`src/rtl/core_pkg.sv`:
```
// Shared types for the instruction fetch path: Avalon ibus request/response and IFQ entries.
package core_pkg;

  localparam int PC_WIDTH = 32;

  typedef struct packed {
    logic [31:0] address;
    logic        read;
    logic        write;
    logic [31:0] writedata;
    logic [3:0]  byte_enable;
  } avalon_req_t;

  typedef struct packed {
    logic        waitrequest;
    logic [31:0] readdata;
  } avalon_resp_t;

  typedef struct packed {
    logic [31:0]         instr;
    logic [PC_WIDTH-1:0] pc;
  } ifq_entry_t;

endpackage

```
`src/rtl/sync_fifo.sv`:
```
// First-word-fall-through synchronous FIFO with occupancy count and synchronous clear.
module sync_fifo #(
  parameter int WIDTH = 32,
  parameter int DEPTH = 4
) (
  input  logic                     clk,
  input  logic                     rst,
  input  logic                     clear_i,
  input  logic                     push_i,
  input  logic [WIDTH-1:0]         wdata_i,
  input  logic                     pop_i,
  output logic [WIDTH-1:0]         rdata_o,
  output logic [$clog2(DEPTH):0]   count_o,
  output logic                     empty_o
);

  localparam int AW = $clog2(DEPTH);
  // A depth-1 FIFO still needs one index bit; alternating two slots keeps count correct.
  localparam int IW = (AW > 0) ? AW : 1;
  localparam logic [AW:0] ONE = (AW + 1)'(1);

  logic [WIDTH-1:0] mem_q [0:(2**IW)-1];
  logic [AW:0]      wptr_q, wptr_d, rptr_q, rptr_d;

  assign count_o = wptr_q - rptr_q;
  assign empty_o = (count_o == '0);
  assign rdata_o = mem_q[rptr_q[IW-1:0]];

  always_comb begin
    wptr_d = wptr_q;
    rptr_d = rptr_q;
    if (clear_i) begin
      wptr_d = '0;
      rptr_d = '0;
    end else begin
      if (push_i)            wptr_d = wptr_q + ONE;
      if (pop_i && !empty_o) rptr_d = rptr_q + ONE;
    end
  end

  always_ff @(posedge clk) begin
    if (rst) begin
      wptr_q <= '0;
      rptr_q <= '0;
    end else begin
      wptr_q <= wptr_d;
      rptr_q <= rptr_d;
    end
  end

  always_ff @(posedge clk) begin
    if (push_i) mem_q[wptr_q[IW-1:0]] <= wdata_i;
  end

endmodule

```
`src/rtl/ifu_pipelined.sv`:
```
// Pipelined Avalon instruction fetch: credit-limited issue, pc tag FIFO, flush by response counting.
module ifu_pipelined
  import core_pkg::*;
#(
  parameter int                  IFQ_DEPTH       = 4,
  parameter int                  MAX_OUTSTANDING = 2,
  parameter logic [PC_WIDTH-1:0] RESET_PC        = 32'h0
) (
  input  logic                clk,
  input  logic                rst,
  input  logic                ifu_flush,
  input  logic                branch_take,
  input  logic [PC_WIDTH-1:0] branch_pc,
  input  logic                trap_take,
  input  logic [PC_WIDTH-1:0] trap_pc,
  output logic [31:0]         instruction,
  output logic [31:0]         instruction_pc,
  output logic                instruction_valid,
  input  logic                instruction_ready,
  output avalon_req_t         ibus_avalon_req,
  input  avalon_resp_t        ibus_avalon_resp,
  input  logic                ibus_readdatavalid
);

  localparam int OW = $clog2(MAX_OUTSTANDING) + 1;
  localparam int QW = $clog2(IFQ_DEPTH) + 1;

  logic [PC_WIDTH-1:0] pc_q, pc_d, pending_pc_q, pending_pc_d, tag, redirect_pc;
  logic                redirect_pending_q, redirect_pending_d;
  logic [OW-1:0]       outstanding, outstanding_next, discard_q, discard_d;
  logic [QW-1:0]       ifq_count;
  logic                read, accept, redirect, wait_req;
  logic                tag_empty, resp_pop, resp_drop, ifq_push, ifq_pop, ifq_empty;
  ifq_entry_t          ifq_wdata, ifq_head;

  assign wait_req = ibus_avalon_resp.waitrequest;

  // Issue only when a returning response is guaranteed a free IFQ slot.
  assign read = ~rst & (outstanding < OW'(MAX_OUTSTANDING))
              & ((32'(ifq_count) + 32'(outstanding)) < 32'(IFQ_DEPTH));
  assign accept = read & ~wait_req;

  assign resp_pop  = ibus_readdatavalid & ~tag_empty;
  assign resp_drop = resp_pop & (ifu_flush | (discard_q != '0));
  assign ifq_push  = resp_pop & ~resp_drop;
  assign ifq_pop   = instruction_valid & instruction_ready;

  assign outstanding_next = outstanding + OW'(accept) - OW'(resp_pop);
  assign redirect         = trap_take | branch_take;
  assign redirect_pc      = trap_take ? trap_pc : branch_pc;

  always_comb begin
    pc_d               = pc_q;
    pending_pc_d       = pending_pc_q;
    redirect_pending_d = redirect_pending_q;
    discard_d          = discard_q;
    // A redirect during waitrequest is parked so the committed address stays on the bus.
    if (redirect) begin
      if (wait_req) begin
        pending_pc_d       = redirect_pc;
        redirect_pending_d = 1'b1;
      end else begin
        pc_d               = redirect_pc;
        redirect_pending_d = 1'b0;
      end
    end else if (redirect_pending_q && !wait_req) begin
      pc_d               = pending_pc_q;
      redirect_pending_d = 1'b0;
    end else if (accept) begin
      pc_d = pc_q + 32'd4;
    end
    if (ifu_flush)      discard_d = outstanding_next;
    else if (resp_drop) discard_d = discard_q - OW'(1);
  end

  always_ff @(posedge clk) begin
    if (rst) begin
      pc_q               <= RESET_PC;
      redirect_pending_q <= 1'b0;
      discard_q          <= '0;
    end else begin
      pc_q               <= pc_d;
      redirect_pending_q <= redirect_pending_d;
      discard_q          <= discard_d;
    end
  end

  always_ff @(posedge clk) begin
    pending_pc_q <= pending_pc_d;
  end

  sync_fifo #(.WIDTH(PC_WIDTH), .DEPTH(MAX_OUTSTANDING)) u_tag_fifo (
    .clk     (clk),
    .rst     (rst),
    .clear_i (1'b0),
    .push_i  (accept),
    .wdata_i (pc_q),
    .pop_i   (resp_pop),
    .rdata_o (tag),
    .count_o (outstanding),
    .empty_o (tag_empty)
  );

  assign ifq_wdata = '{instr: ibus_avalon_resp.readdata, pc: tag};

  sync_fifo #(.WIDTH($bits(ifq_entry_t)), .DEPTH(IFQ_DEPTH)) u_ifq (
    .clk     (clk),
    .rst     (rst),
    .clear_i (ifu_flush),
    .push_i  (ifq_push),
    .wdata_i (ifq_wdata),
    .pop_i   (ifq_pop),
    .rdata_o (ifq_head),
    .count_o (ifq_count),
    .empty_o (ifq_empty)
  );

  assign instruction       = ifq_head.instr;
  assign instruction_pc    = ifq_head.pc;
  assign instruction_valid = ~ifq_empty;

  always_comb begin
    ibus_avalon_req             = '0;
    ibus_avalon_req.address     = pc_q;
    ibus_avalon_req.read        = read;
    ibus_avalon_req.byte_enable = 4'hF;
  end

  a_rdv_expected: assert property (@(posedge clk) disable iff (rst)
    ibus_readdatavalid |-> !tag_empty);

endmodule

```
`config.mk`:
```
export PLATFORM = sky130hd
export DESIGN_NAME = ifu_pipelined
export DESIGN_NICKNAME = d
export VERILOG_FILES = /design/src/rtl/core_pkg.sv /design/src/rtl/sync_fifo.sv /design/src/rtl/ifu_pipelined.sv
export SDC_FILE = /design/constraint.sdc
export NUM_CORES = 1
export LEC_CHECK = 0
export CORE_MARGIN = 2
export CORE_UTILIZATION = 54
export CTS_CLUSTER_DIAMETER = 60
export CTS_CLUSTER_SIZE = 25
export DETAILED_ROUTE_END_ITERATION = 7
export PLACE_DENSITY = 0.79
export SLEW_MARGIN = 20
export SYNTH_ARGS = -nofsm -noshare
export SYNTH_HDL_FRONTEND = slang
export SYNTH_SLANG_ARGS = --single-unit
```
`constraint.sdc`:
```
create_clock -name clk -period 5.1 [get_ports clk]
set_input_delay 1.02 -clock clk [delete_from_list [all_inputs] [get_ports clk]]
set_output_delay 1.02 -clock clk [all_outputs]
set_load 0.1 [all_outputs]
```
# Yosys cells after proc, flatten, opt, wreduce, memory -nomap -nowiden
# Memories as Yosys holds them, arrays and structs flattened. A register that Yosys moved wholly into a read port is not among the register bits.
# Index checks and enable logic that the tools add are counted.
dict set report word_totals {
  mem_bits_rw 320
  ff_bits 77
  word_cells 71
  in_bits 104
  n_memories 2
}
dict set report op_classes {
  n_bitwise 14
  n_lt_le_gt_ge 2
  reduce_logical 15
  eq_ne 1
  n_mux 18
  add_sub_neg 11
}
# memory words word_bits rd rd_clocked_by_memory_dff write_ports line_no
set memory_table {}
lappend memory_table {u_ifq.mem_q 4 64 1 1 1 sync_fifo.sv:22} ;# logic [WIDTH-1:0] mem_q [0:(2**IW)-1];
lappend memory_table {u_tag_fifo.mem_q 2 32 1 1 1 sync_fifo.sv:22}
# cell n
set ops {}
lappend ops {{$mux 32} 5}
lappend ops {{$add 32x3->32 const B} 1}
lappend ops {{$mux 1} 9}
lappend ops {{$mux 2} 4}
lappend ops {{$and 1x1->1} 7}
lappend ops {{$add 3x1->3 const B} 2}
lappend ops {{$reduce_bool 2->1} 3}
lappend ops {{$not 1->1} 5}
lappend ops {{$add 2x1->2 const B} 2}
lappend ops {{$add 3x2->4} 1}
lappend ops {{$lt 4x3->1 const B} 1}
lappend ops {{$reduce_and 2->1} 2}
lappend ops {{$logic_and 1x1->1} 3}
lappend ops {{$logic_not 1->1} 3}
lappend ops {{$logic_not 3->1} 1}
lappend ops {{$reduce_bool 3->1} 1}
lappend ops {{$sub 3x3->3} 1}
lappend ops {{$add 2x1->2} 1}
lappend ops {{$logic_not 2->1} 1}
lappend ops {{$lt 2x2->1 const B} 1}
lappend ops {{$ne 2x2->1 const B} 1}
lappend ops {{$or 1x1->1} 2}
lappend ops {{$reduce_or 2->1} 1}
lappend ops {{$sub 2x1->2} 1}
lappend ops {{other kinds (2)} 2}

# Longest topological paths before layout
# Gate-level depths: netlist of the first run.
dict set report depth {
  depth_word 9
  ltp_mapped 15
  ltp_nobuf 15
}

# Modules after synthesis
# From an unflattened synthesis of the first run, not the netlist that was laid out.
dict set report unflattened {
  cells_unflattened 944
  area_unflattened_um2 16372.0
}
# module area_each_um2 cells_per_inst instances seq_area_each_um2
set modules_own_cells {}
lappend modules_own_cells {{sync_fifo at u_ifq} 9684.3 381 1 7847.5}
lappend modules_own_cells {ifu_pipelined 4106.4 433 1 1661.6}
lappend modules_own_cells {{sync_fifo at u_tag_fifo} 2581.2 130 1 2021.9}

# Worst setup path after synthesis of the first run
# No wires, ideal clock.
dict set report synth_timing {
  path_kind {reg2reg}
  startpoint {register u_ifq.wptr_q[0]}
  endpoint {memory u_tag_fifo.mem_q[2][0], in the netlist u_tag_fifo.mem_q[1][0] (enable)}
  arrival_ns 4.030
  path_slack_ns 0.605
  path_stages_with_launch 9
  synth_period_minus_slack_ns 4.495
  setup_ns 0.466
  path_cell_list {dfxtp_1 -> inv_1 -> ha_1 -> inv_1 -> fa_1 -> ha_1 -> or3b_2 -> nand4b_4 -> nor3_1}
}
dict set report synth_via {
  elab_chain_cells 7
}
# item line_no
set synth_lines {}
lappend synth_lines {{from (decl)} sync_fifo.sv:23} ;# logic [AW:0] wptr_q, wptr_d, rptr_q, rptr_d;
lappend synth_lines {{from (signal assigned)} sync_fifo.sv:46} ;# wptr_q <= wptr_d;
lappend synth_lines {{$sub 3x3->3} sync_fifo.sv:25} ;# assign count_o = wptr_q - rptr_q;
lappend synth_lines {{$add 3x2->4} ifu_pipelined.sv:40} ;# & ((32'(ifq_count) + 32'(outstanding)) < 32'(IFQ_DEPTH));
lappend synth_lines {{$lt 4x3->1} ifu_pipelined.sv:40}
lappend synth_lines {{$and 1x1->1} ifu_pipelined.sv:40}
lappend synth_lines {{$and 1x1->1} ifu_pipelined.sv:41} ;# assign accept = read & ~wait_req;
lappend synth_lines {{$mux 1} sync_fifo.sv:52} ;# if (push_i) mem_q[wptr_q[IW-1:0]] <= wdata_i;
lappend synth_lines {{$mux 1 (not written as such)} sync_fifo.sv:52}
lappend synth_lines {{to (decl)} sync_fifo.sv:22}
# No other way between the ends.

# Worst setup path in the final report of the first run
dict set report layout_timing {
  startpoint {register u_ifq.wptr_q[0]}
  endpoint {output port instruction_valid}
}
dict set report layout_via {
  elab_chain_cells 3
}
# item line_no
set layout_lines {}
lappend layout_lines {{$sub 3x3->3} sync_fifo.sv:25}
lappend layout_lines {{$logic_not 3->1} sync_fifo.sv:26} ;# assign empty_o = (count_o == '0);
lappend layout_lines {{$not 1->1} ifu_pipelined.sv:120} ;# assign instruction_valid = ~ifq_empty;
lappend layout_lines {{to (decl)} ifu_pipelined.sv:18} ;# output logic instruction_valid,
# No other way between the ends.

==> key figures, run 1 <==
Timing
  • Worst Skew: 14.8 ps
  • Final max-slew violation count: 0
  • Slew @ Worst Pin: 1050 ps
  • Hold Vio Cnt, Final: 0
  • Sum of negative setup slack: 0 ps
  • Final Cycle Share: 0.827
  • Setup-failing EPs final: 0
  • Minimum clock period: 4220 ps
  • RSZ-0062 raised after global routing: no
  • Achievable frequency: 0.237 GHz
  • Worst relative slew slack: 0.295
  • Setup ws final: 883 ps

Placement
  • Detail Placement HPWL: 18900 µm
  • Placed cell areas: 18500 µm²
  • GPL Wtd Cong: 0.838
  • Placed insts: 1478
  • Setup WS pre-CTS: 1420 ps
  • Port bufs: 201

Floorplanning
  • Initial core utilization: 0.549
  • Core ar.: 29600 µm²
  • Die W: 178 µm
  • IO Count: 239
  • # rows: 63
  • Chip height: 178 µm
  • Die area: 31500 µm²

Logic synthesis
  • Yosys cell types: 70
  • Top cells by area, synth: edfxtp_1 (65%), mux4_2 (8.9%), dfxtp_1 (5.9%)
  • Mapped cell area: 16300 µm²
  • YS warnings: 0
  • Top FF cell, synth: edfxtp_1
  • EDFF count, synth: 352
  • Seq cells post-synth: 400
  • Cell taking the most area after synthesis: edfxtp_1
  • Post-synthesis sequential area ratio: 0.708
  • Avg Inst Size Synth: 17.6 µm²
  • Cells after Synth: 926
  • Post-synth ARST share: 0
  • Post-synth top area share: 0.649

Power
  • Static leakage: 0.00627 µW
  • Pwr per Cell Area: 415 nW/µm²
  • Worst VDD drop: 0.290 mV

Global routing
  • GRT Total Usage: 0.190
  • Vias in the first global route: 8560
  • Initial antenna violation count: 0
  • First-pass GRT wire length: 46800 µm
  • Largest net degree at the start of global routing: 65
  • Remaining Overflow, GRT: 0

Clock tree
  • H-tree depth: 1
  • Post-CTS Setup Bufs: 0
  • Clock Latency Late Sink: 550 ps
  • # hold bufs at CTS: 0
  • CTS tree: done
  • Cells resized by post-CTS repair: 0
  • CTS Root Cell: clkbuf_16
  • Sink Count: 400
  • Reg clk slew, reported paths: 90 ps
  • Clk buf depth: 3
  • Cts bufs inserted: 27

Drt
  • ANT nets after route: 0
  • Post-DR wirelength/cell: 19.7 µm
  • DR vias: 8686
  • Overall routed net length: 30100 µm
  • Initial DRT Pass Iterations: 5
  • Drt via density: 5.69
  • Post-route DRC: 0
  • DR iter-0 viols: 858

Worst setup path
  • Worst Setup End Kind: primary output
  • Crit Path Category: reg -> out
  • Data required, critical path: 4080 ps
  • CP max FO: 4
  • FF-to-FF path depth: 10
  • Crit start category: register
  • Worst endpoint data arrival time: 3200 ps

Run status
  • Status: finished clean

Cells and area
  • Layout cells sized above 1: 0.189
  • Final core utilization: 0.658
  • Finished Layout Cells: 1527
  • Area grow syn2layout: 19.8%
  • Ant diodes: 0
  • Fin area: 19500 µm²
  • Layout Nets: 1234

Worst hold path
  • HP Class: reg -> reg
  • Hold Crit Depth: 0

Flow run
  • Max-cap violation count: 0
## through the flow
step / hold slack, ps / total power (µW)
after floorplan: 467 / 5440
after global placement: 482 / 5840
after detailed placement: 489 / 5870
after CTS: 529 / 8160
after global routing: 535 / 8370
final: 524 / 8090
## final cells by class
cell class,instances,area (µm²)
Clock buffer,29,683
Clock inverter,20,288
Fill cell,2033,10100
Inverter,20,75.1
Multi-Input combinational cell,455,4310
Sequential cell,400,11500
Tap cell,390,488
Timing Repair Buffer,213,2110
## power breakdown
part	switching [µW]	leakage, µW	total, µW	internal, µW
clock	1190	0.000464	2300	1110
sequential	89.7	0.00361	3940	3850
combinational	1310	0.00219	1850	542
total	2590	0.00627	8090	5510
## Yosys cell counts, types with 16 or more instances
| cell | n |
|---|---|
| a21oi_1 | 36 |
| mux4_2 | 64 |
| buf_4 | 39 |
| inv_1 | 20 |
| edfxtp_1 | 352 |
| nand2_1 | 18 |
| nand3_1 | 16 |
| o21ai_0 | 29 |
| dfxtp_1 | 48 |
| mux2_2 | 65 |
| buf_2 | 19 |
| nor2_1 | 24 |
| clkbuf_1 | 18 |
## cell usage in the layout, fill, tap and decap left out, drive strengths merged, types with 8 or more instances in the layout
cell type | Yosys | layout
ha | 12 | 12
mux4 | 64 | 64
a22oi | 13 | 13
clkdlybuf4s50 | 0 | 200
edfxtp | 352 | 352
o21ai | 30 | 30
and2 | 8 | 8
nand3 | 16 | 16
nand4 | 12 | 12
conb | 2 | 37
inv | 20 | 28
a21oi | 38 | 38
a22o | 10 | 10
clkinv | 0 | 10
nor2 | 27 | 27
buf | 68 | 13
mux2 | 66 | 66
nor3 | 12 | 12
nand2 | 18 | 18
dfxtp | 48 | 48
clkbuf | 18 | 29
## state kept, by name (all words and copies together), names as in the netlist, named ones only
signal and flops:
discard_q 2, pc_q 32, pending_pc_q 32, redirect_pending_q 1, u_ifq.mem_q 256, u_ifq.rptr_q 3
u_ifq.wptr_q 3, u_tag_fifo.mem_q 64, u_tag_fifo.rptr_q 2, u_tag_fifo.wptr_q 2
## logic make-up (layout without fill, tap and decap cells)
| kind of cell | after synthesis | after routing | share of synthesized area |
|---|---|---|---|
| adder cells (fa/ha/maj) | 13 | 13 | 0.0105 |
| flip-flops | 400 | 400 | 0.708 |
| buffers and inverters | 106 | 282 | 0.0363 |
| AO/OA/AOI/OAI | 134 | 134 | 0.0554 |
| XOR/XNOR | 13 | 13 | 0.00892 |
| other | 2 | 37 | 0.000461 |
| multiplexers | 131 | 131 | 0.135 |
| AND/OR/NAND/NOR | 127 | 127 | 0.0449 |
## final timing paths
path	from	to	slack, ps
worst min register to register	pc_q[27]	u_tag_fifo.mem_q[1][27]	520
worst max register to register	u_ifq.wptr_q[0]	pc_q[19]	1710
worst max-delay path	u_ifq.wptr_q[0]	instruction_valid	880
worst min-delay path	pc_q[27]	u_tag_fifo.mem_q[1][27]	520
## worst max-delay path, cell delays in order (launching register included)
cell	delay [ps]
dfxtp_1	330
inv_1	140
ha_1	160
inv_1	50
fa_1	360
xor3_1	250
nand3b_1	190
clkdlybuf4s50_1	1160
## metal layers
metal	part of all wire	wire [µm]	track usage	vias up
met5	0	0	0	-
met4	0.012	359	0.0321	0
met3	0.071	2130	0.0383	31
met2	0.48	14400	0.314	317
met1	0.44	13200	0.267	4340
li1	-	-	-	3998
No activity file was read; power rests on OpenSTA's default activity.
==> inputs of run 2 (changes only) <==
Clock period 5.1 ns to 4.1 ns, I/O delays scaled along.
==> run 2 against run 1 <==
  * Clock skew up 2.8 ps
  * Power rose by 21%
  * Flip-flop and latch count unchanged
  * Setup slack worse by 490 ps
  * Utilization decreased by 0.68 points
  * Largest power group unchanged
  * Combinational power increased by 24%
  * Via count grew 0.77%
  * Cell area shrank 1.0%
  * Global-route usage increased by 0.36 points
  * Highest routed layer unchanged
  * Register-to-register slack got worse by 860 ps
  * Cell count about the same
  * Largest cell class unchanged
  * Critical endpoint is now ibus_avalon_req[37]
==> key figures, run 2 (synthesized netlist as in run 1, its figures left out) <==
Timing
  • Achievable frequency: 0.270 GHz
  • Final Cycle Share: 0.904
  • Setup-failing EPs final: 0
  • Slew @ Worst Pin: 1070 ps
  • Final max-slew violation count: 0
  • Minimum clock period: 3710 ps
  • RSZ-0062 raised after global routing: no
  • Sum of negative setup slack: 0 ps
  • Setup ws final: 392 ps
  • Worst Skew: 17.6 ps
  • Hold Vio Cnt, Final: 0
  • Worst relative slew slack: 0.283

Power
  • Static leakage: 0.00632 µW
  • Pwr per Cell Area: 507 nW/µm²
  • Worst VDD drop: 0.298 mV

Worst setup path
  • CP max FO: 6
  • FF-to-FF path depth: 15
  • FF-to-FF Start: u_ifq.wptr_q[0]
  • Crit start category: register
  • Flop-to-flop setup slack: 850 ps
  • CP top delay family: adder cells
  • Critical path cell sequence: inv_1 > ha_1 > inv_1 > fa_1 > ha_1 > or3b_2 > nand4b_4 > inv_1 > buf_12
  • Worst endpoint data arrival time: 2890 ps
  • Reg2Reg Capture Point: discard_q[1]
  • Worst Setup End Kind: primary output
  • Worst path most repeated cell: inv_1
  • CP max-delay cell: or3b_2
  • Worst path bufs/invs: 4
  • Data required, critical path: 3280 ps
  • CP peak stage delay: 470 ps
  • Crit Path Category: reg -> out

Clock tree
  • Clock Latency Late Sink: 540 ps
  • CTS Root Cell: clkbuf_16
  • Clk buf depth: 3
  • CTS tree: done
  • Cells resized by post-CTS repair: 0
  • # hold bufs at CTS: 0
  • Sink Count: 400
  • Cts bufs inserted: 24
  • Reg clk slew, reported paths: 90 ps
  • H-tree depth: 1
  • Post-CTS Setup Bufs: 0

Worst hold path
  • Hold Path Origin: u_ifq.rptr_q[1]
  • HP Class: reg -> reg
  • Hold Crit Depth: 2

Drt
  • DR iter-0 viols: 930
  • Post-DR wirelength/cell: 19.9 µm
  • Overall routed net length: 30400 µm
  • DR vias: 8753
  • Post-route DRC: 0
  • Drt via density: 5.73
  • ANT nets after route: 0
  • Initial DRT Pass Iterations: 5

Floorplanning
  • Die area: 31500 µm²
  • Chip height: 178 µm
  • Die W: 178 µm
  • # rows: 63
  • Core ar.: 29600 µm²
  • Initial core utilization: 0.549
  • IO Count: 239

Cells and area
  • Commonest non-fill, non-tap cell in the layout: edfxtp_1
  • Area grow syn2layout: 18.6%
  • Max FFs per register: 256
  • Layout Nets: 1238
  • Layout cells sized above 1: 0.246
  • Most frequent cells in the layout: edfxtp_1 (352), clkdlybuf4s50_1 (135), buf_4 (79), mux2_2 (65), mux4_2 (64)
  • Ant diodes: 0

Placement
  • GPL Wtd Cong: 0.824
  • Setup WS pre-CTS: 845 ps
  • Port bufs: 201
  • Detail Placement HPWL: 19800 µm

Global routing
  • Initial antenna violation count: 0
  • Remaining Overflow, GRT: 0
  • Largest net degree at the start of global routing: 65
  • GRT Total Usage: 0.193
  • Vias in the first global route: 8538
  • First-pass GRT wire length: 47500 µm

Flow run
  • Max-cap violation count: 0

Run status
  • Status: finished clean
==> run 2: final cells by class <==
type,count,area (µm²)
Clock inverter,15,174
Tap cell,390,488
Sequential cell,400,11500
Inverter,20,75.1
Multi-Input combinational cell,455,4320
Timing Repair Buffer,220,2060
Clock buffer,28,637
Fill cell,2062,10300
==> run 2: power breakdown <==
part / leakage, µW / switching [µW] / internal, µW
sequential: 0.00361 / 109 / 4790
combinational: 0.00231 / 1640 / 663
clock: 0.000401 / 1340 / 1250
total: 0.00632 / 3090 / 6700
==> run 2: worst max path at each step <==
stage / start / to / slack (ps) / cells past startpoint
global route: u_ifq.wptr_q[0] / ibus_avalon_req[37] / 260 / 9
global placement: u_ifq.wptr_q[0] / discard_q[1] / 920 / 15
finish: u_ifq.wptr_q[0] / ibus_avalon_req[37] / 390 / 9
CTS: u_ifq.wptr_q[0] / ibus_avalon_req[37] / 360 / 9
detailed placement: u_ifq.wptr_q[0] / discard_q[1] / 840 / 15
floorplan: u_ifq.wptr_q[0] / u_tag_fifo.mem_q[0][0] / 380 / 9
==> run 2: through the flow <==
stage	cells	total power, µW	util	area, µm²	hold WS, ps
finish	1528	9790	0.651	19300	505
global route	1528	10100	0.651	19300	531
CTS	1528	9880	0.651	19300	503
detailed placement	1485	7300	0.624	18500	492
global placement	1485	7260	0.624	18500	487
floorplan	961	6770	-	16400	467
==> run 2: per-layer routing <==
| layer | vias to the layer above | wire length (µm) | GRT usage |
|---|---|---|---|
| met5 | - | 0 | 0 |
| met4 | 0 | 412 | 0.0324 |
| met3 | 39 | 2150 | 0.0308 |
| met2 | 351 | 14600 | 0.314 |
| met1 | 4355 | 13300 | 0.283 |
| li1 | 4008 | - | - |
==> run 2: tightest hold or removal path, delay by kind of cell, from the launching register on <==
kind | cells | cell delay, ps
AND/OR/NAND/NOR | 1 | 60
AO/OA/AOI/OAI | 1 | 70
flip-flops | 1 | 340
